<file path="config.mk">
export PLATFORM = sky130hd
export DESIGN_NAME = vga_sync_gen
export DESIGN_NICKNAME = d
export VERILOG_FILES = /design/src/rtl/vga_timing_pkg.sv /design/src/rtl/pixel_tick_div.sv /design/src/rtl/vga_sync_gen.sv
export SDC_FILE = /design/constraint.sdc
export NUM_CORES = 1
export LEC_CHECK = 0
export BUFFER_PORTS_ARGS = -buffer_cell sky130_fd_sc_hd__buf_4
export CORE_ASPECT_RATIO = 1.2
export CORE_UTILIZATION = 45
export DETAILED_ROUTE_END_ITERATION = 10
export PLACE_DENSITY = 0.75
export SLEW_MARGIN = 20
export SYNTH_ARGS = -nofsm -noshare
export SYNTH_HDL_FRONTEND = slang
export SYNTH_HIERARCHICAL = 1
export SYNTH_SLANG_ARGS = --single-unit
</file>
<file path="constraint.sdc">
create_clock -name clk_i -period 3.02 [get_ports clk_i]
set_clock_uncertainty 0.15 [all_clocks]
set_input_delay 0.453 -clock clk_i [delete_from_list [all_inputs] [get_ports clk_i]]
set_output_delay 0.453 -clock clk_i [all_outputs]
set_load 0.03 [all_outputs]
</file>
<file path="src/rtl/vga_timing_pkg.sv">
// 640x480@60 Hz raster constants shared by the sync generator and its neighbours.
package vga_timing_pkg;
  localparam int COORD_W  = 10;
  localparam int H_VIS    = 640;
  localparam int H_FP     = 16;
  localparam int H_SYNC   = 96;
  localparam int H_BP     = 48;
  localparam int V_VIS    = 480;
  localparam int V_FP     = 10;
  localparam int V_SYNC   = 2;
  localparam int V_BP     = 33;
  localparam int H_TOT    = H_VIS + H_FP + H_SYNC + H_BP;   // 800
  localparam int V_TOT    = V_VIS + V_FP + V_SYNC + V_BP;   // 525
  localparam int HS_START = H_VIS + H_FP;                   // 656
  localparam int HS_END   = HS_START + H_SYNC - 1;          // 751
  localparam int VS_START = V_VIS + V_FP;                   // 490
  localparam int VS_END   = VS_START + V_SYNC - 1;          // 491
endpackage

</file>
<file path="src/rtl/pixel_tick_div.sv">
// Free-running mod-TICK_DIV divider producing a registered one-clock pixel tick.
module pixel_tick_div #(
  parameter int TICK_DIV = 4
) (
  input  logic clk_i,
  input  logic rst_n_i,
  output logic p_tick,
  output logic tick_next
);
  localparam int CW = (TICK_DIV > 2) ? $clog2(TICK_DIV) : 1;

  logic [CW-1:0] cnt;

  // tick_next flags the cycle whose edge will raise p_tick
  assign tick_next = (cnt == CW'(TICK_DIV - 1));

  always_ff @(posedge clk_i or negedge rst_n_i) begin
    if (!rst_n_i) begin
      cnt    <= '0;
      p_tick <= 1'b0;
    end else begin
      p_tick <= tick_next;
      cnt    <= tick_next ? '0 : cnt + CW'(1);
    end
  end
endmodule

</file>
<file path="src/rtl/vga_sync_gen.sv">
// VGA raster timing: pixel tick, coordinates, syncs and visible-area flag.
module vga_sync_gen
  import vga_timing_pkg::*;
#(
  parameter int TICK_DIV = 4,
  parameter int H_VIS    = vga_timing_pkg::H_VIS,
  parameter int H_FP     = vga_timing_pkg::H_FP,
  parameter int H_SYNC   = vga_timing_pkg::H_SYNC,
  parameter int H_BP     = vga_timing_pkg::H_BP,
  parameter int V_VIS    = vga_timing_pkg::V_VIS,
  parameter int V_FP     = vga_timing_pkg::V_FP,
  parameter int V_SYNC   = vga_timing_pkg::V_SYNC,
  parameter int V_BP     = vga_timing_pkg::V_BP
) (
  input  logic               clk_i,
  input  logic               rst_n_i,
  output logic               p_tick,
  output logic [COORD_W-1:0] pix_x,
  output logic [COORD_W-1:0] pix_y,
  output logic               hsync,
  output logic               vsync,
  output logic               video_on,
  output logic               line_end,
  output logic               frame_end
);
  localparam logic [COORD_W-1:0] H_MAX = COORD_W'(H_VIS + H_FP + H_SYNC + H_BP - 1);
  localparam logic [COORD_W-1:0] V_MAX = COORD_W'(V_VIS + V_FP + V_SYNC + V_BP - 1);
  localparam logic [COORD_W-1:0] H_VC  = COORD_W'(H_VIS);
  localparam logic [COORD_W-1:0] V_VC  = COORD_W'(V_VIS);
  localparam logic [COORD_W-1:0] HS_S  = COORD_W'(H_VIS + H_FP);
  localparam logic [COORD_W-1:0] HS_E  = COORD_W'(H_VIS + H_FP + H_SYNC - 1);
  localparam logic [COORD_W-1:0] VS_S  = COORD_W'(V_VIS + V_FP);
  localparam logic [COORD_W-1:0] VS_E  = COORD_W'(V_VIS + V_FP + V_SYNC - 1);

  logic               tick_next;
  logic [COORD_W-1:0] x_nxt, y_nxt;

  pixel_tick_div #(.TICK_DIV(TICK_DIV)) u_div (
    .clk_i     (clk_i),
    .rst_n_i   (rst_n_i),
    .p_tick    (p_tick),
    .tick_next (tick_next)
  );

  always_comb begin
    x_nxt = pix_x;
    y_nxt = pix_y;
    if (p_tick) begin
      x_nxt = (pix_x == H_MAX) ? '0 : pix_x + COORD_W'(1);
      if (pix_x == H_MAX)
        y_nxt = (pix_y == V_MAX) ? '0 : pix_y + COORD_W'(1);
    end
  end

  // Decodes load from next-state coordinates so they never skew against pix_x/pix_y.
  // They first load on the edge that raises the first tick, keeping video_on low
  // during the idle stretch right after reset.
  always_ff @(posedge clk_i or negedge rst_n_i) begin
    if (!rst_n_i) begin
      pix_x    <= '0;
      pix_y    <= '0;
      hsync    <= 1'b1;
      vsync    <= 1'b1;
      video_on <= 1'b0;
    end else begin
      pix_x <= x_nxt;
      pix_y <= y_nxt;
      if (p_tick || tick_next) begin
        hsync    <= !((x_nxt >= HS_S) && (x_nxt <= HS_E));
        vsync    <= !((y_nxt >= VS_S) && (y_nxt <= VS_E));
        video_on <= (x_nxt < H_VC) && (y_nxt < V_VC);
      end
    end
  end

  assign line_end  = p_tick && (pix_x == H_MAX);
  assign frame_end = line_end && (pix_y == V_MAX);
endmodule

</file>
Yosys cells after proc, flatten, opt, wreduce, memory -nomap -nowiden
Index checks and enable logic that the tools add are counted.

storage, ports and cells
  register bits = 26
  logic and storage cells = 33
  output and inout bits = 26

operators by class
  $add $sub $neg = 3
  multiplexer cells = 6
  reductions and logical operators = 8
  magnitude comparators = 6
  equality and inequality tests = 3

operators by type and width
  cell                     count
  $mux W10                 5
  $add A10 B1 Y10 const B  2
  $eq A10 B10 Y1 const B   2
  $ge A10 B10 Y1 const B   1
  $ge A10 B9 Y1 const B    1
  $le A10 B10 Y1 const B   1
  $le A10 B9 Y1 const B    1
  $lt A10 B10 Y1 const B   1
  $lt A10 B9 Y1 const B    1
  $logic_and A1 B1 Y1      5
  $add A2 B1 Y2 const B    1
  $eq A2 B2 Y1 const B     1
  $logic_not A1 Y1         2
  $mux W2                  1
  $logic_or A1 B1 Y1       1

Logic depth before layout (Yosys ltp)
  word-level depth = 7
  depth in mapped cells = 9
  mapped depth without buffers = 8

By module
The synthesis kept the hierarchy.

modules (own cells, without submodules)
  module          area an instance (µm²)  cells each  instances  seq. area each (µm²)
  vga_sync_gen    1361.3                  147         1          578.1
  pixel_tick_div  91.3                    5           1          75.1

Worst setup path before layout
No wires, ideal clock.

  path type = register -> output
  start = reg pix_x[0]
  end = out frame_end
  path buffers = 2
  path slack = 0.403 ns
  stages on the path, launching flop included = 8
  arrival time = 2.014 ns
  path through = dfrtp_1 > ha_1 > and4_1 > nand4_1 > buf_2 > inv_2 > buf_2 > and2_1

between the ends
  cells in the longest elaborated chain, start to end = 3

RTL lines
  item                    RTL line            source
  start, declared         vga_sync_gen.sv:18  output logic [COORD_W-1:0] pix_x,
  start signal, assigned  vga_sync_gen.sv:66  pix_x <= x_nxt;
  $eq A10 B10 Y1          vga_sync_gen.sv:76  assign line_end = p_tick && (pix_x == H_MAX);
  $logic_and A1 B1 Y1     vga_sync_gen.sv:76
  named net line_end      vga_sync_gen.sv:23  output logic line_end,
  $logic_and A1 B1 Y1     vga_sync_gen.sv:77  assign frame_end = line_end && (pix_y == V_MAX);
  end, declared           vga_sync_gen.sv:24  output logic frame_end

The timed path passes the listed nets, and every way through them passes these cells.

Worst setup path in the final report
  start = reg pix_x[5]
  end = out frame_end

between the ends
  cells in the longest elaborated chain, start to end = 3

RTL lines
  item                 RTL line
  $eq A10 B10 Y1       vga_sync_gen.sv:76
  $logic_and A1 B1 Y1  vga_sync_gen.sv:76
  $logic_and A1 B1 Y1  vga_sync_gen.sv:77

No other way between the ends.

==> run summary <==
run status - finished, final reports clean
initial antenna violation count - 0
commonest non-fill, non-tap cell in the layout - buf_4
# port buffers - 27
largest net degree at the start of global routing - 27
sequential fraction of the synthesis area - 45.0%
multi-input logic area - 737 um2
Layout Utilization - 56.9%
setup TNS - 0 ns
final setup vio count - 0
DRT Wirelength - 3.11 mm
gp weighted congestion - 0.912
peak supply drop - 0.000200 V
Core Area - 3060 um2
Clock Tree Root - clkbuf_4
drt initial violations - 25
grt total ovfl - 0
CTS H-tree depth - 1
crit share post-route - 87.1%
maximum clock rate - 0.380 GHz
worst r2r src - pix_x[5]$_DFF_PN0_
Lkg Pwr - 0.764 nW
layout cell share with drive strength beyond 1 - 25.1%
Final Slew Violations - 0
CP Data Required Time - 2.42 ns
Seq. cell area - 653 um2
CTS buffer count - 3
wire length per cell - 14.5 um
Syn-to-layout area delta - 19.6%
critical path class - flip-flop to output pin
first-pass GRT wire length - 5.26 mm
CTS tree - built
CP Launch Point - pix_x[5]$_DFF_PN0_
top post-synthesis cells by area - dfrtp_1 41%, nand2_1 5.2%, dfstp_2 3.6%, nor2_1 3.6%, xnor2_1 3.6%
Post-synth EDFFs - 0
vias per cell - 5.62
Worst Path Arrival - 2.03 ns
Tmin final - 2.63 ns
Yosys cell types - 40
worst min path class - flip-flop to flip-flop
r2r setup slk - 0.55 ns
worst-skew pair later-pin latency - 0.32 ns
RSZ-0062 raised after global routing - no
total vias in the final route - 1208
I/O pins - 28
number of global-route vias before repair - 1153
DRC - 0
Synth Flop Type - dfrtp_1
PnR worst setup slack - 0.389 ns
synthesized area per cell - 9.56 um2
hold_ws - 0.286 ns
Yosys Warn Count - 6
nets@finish - 186
Seq cells post-synth - 26
Worst Path Max Fanout - 14
Die W - 53.9 um
pwr/cell area - 341 nW/um2
Tot GR Track Use - 20.5%
Crit. End Element - output pin
most frequent cells in the layout - 29 x buf_4, 24 x dfrtp_1, 20 x nand2_1
top cell type's share of synthesized area - 41.3%
Synth async-reset ratio - 100%
DRT antenna net count - 0
worst-margin pin slew - 0.406 ns
Setup WS pre-CTS - 0.413 ns
Post-Syn Instances - 152
Max-cap violations - 0
Reg clk slew, reported paths - 0.14 ns
Hold Violations, Final - 0
Initial Utilization - 47.5%
Clock Sinks - 26
synthesized area - 1450 um2
Hold Startpoint - u_div/cnt[0]$_DFF_PN0_
hpwl dp - 2.32 mm
Worst Setup Start Kind - flip-flop
Rel. slew slack - 72.6%
first-pass iteration count of the detailed router - 4
total nets after synthesis - 158
Clock Path Buffers - 2
Power Total - 0.593 mW
row cnt - 22
cell accounting for the most synthesized area - dfrtp_1
die height - 64.2 um
filler cell count - 286
total die area - 3460 um2
ant diodes - 0
[state kept, by name (all words and copies together), names as in the netlist]
signal / count
u_div/cnt: 2
pix_x: 10
hsync: 1
u_div/p_tick: 1
vsync: 1
video_on: 1
pix_y: 10
[through the flow]
stage	cell area, um2	instances
finish	1740	215
global route	1740	215
CTS	1720	213
detailed placement	1660	208
global placement	1660	208
floorplan	1450	152
[layout make-up]
type                       count  area share [%]
timing repair buffer          30            13.1
multi-input combinational    113            42.4
tap                           36            2.59
clock inverter                 1            1.73
clock buffer                   3            1.30
inverter                       6            1.30
sequential                    26            37.6
[cells in the mapped netlist (2+ instances only)]
library cell / count
dfrtp_1: 24
nand2_1: 20
nor2_1: 14
nand3_1: 8
o21ai_0: 8
nor3_1: 7
xnor2_1: 6
buf_2: 5
inv_1: 5
nand2b_1: 5
nand4_1: 5
ha_1: 4
xor2_1: 4
a21oi_1: 3
nor4_1: 3
a21o_1: 2
a31oi_1: 2
dfstp_2: 2
mux2_2: 2
or4_1: 2
or4b_1: 2
[cell families after synthesis]
| logic type | after synthesis | share of synthesized area (%) |
|---|---|---|
| simple gates | 75 | 29.0 |
| mux | 2 | 1.55 |
| xor+xnor | 10 | 6.03 |
| buf+inv | 13 | 4.31 |
| flops | 26 | 45.0 |
| compound gates | 22 | 10.7 |
| fa+ha+maj | 4 | 3.45 |
[final timing paths]
kind / end / cells after the start
max: frame_end / 5
min: u_div/cnt[0]$_DFF_PN0_ / 1
max reg2reg: vsync$_DFFE_PN1P_ / 7
min reg2reg: u_div/cnt[0]$_DFF_PN0_ / 1
max in group asynchronous: hsync$_DFFE_PN1P_ / 2
min in group asynchronous: pix_y[9]$_DFF_PN0_ / 2
[repair_timing]
item	CTS	global route
resized for setup	0	0
hold endpoints to repair	24	0
buffers inserted	0	2
setup endpoints to repair	0	2
hold buffers	1	0
[layer usage]
layer	track usage (%)	routed length, um	vias to the layer above
met5	0	0	-
met4	7.24	0	0
met3	3.81	171	0
met2	33.8	1600	40
met1	25.8	1340	570
li1	-	-	598
[critical path: stages (launching register included)]
cell	delay [ns]
dfrtp_1	0.52
nor4b_4	0.37
nand4_1	0.25
inv_2	0.26
and2_1	0.16
buf_4	0.15
[power by group]
group | internal, mW | switching [mW]
Clock | 0.134 | 0.102
Sequential | 0.348 | 0
Combinational | 0.00172 | 0.00673
Total | 0.484 | 0.109
Power figures use the tool's default switching activity.
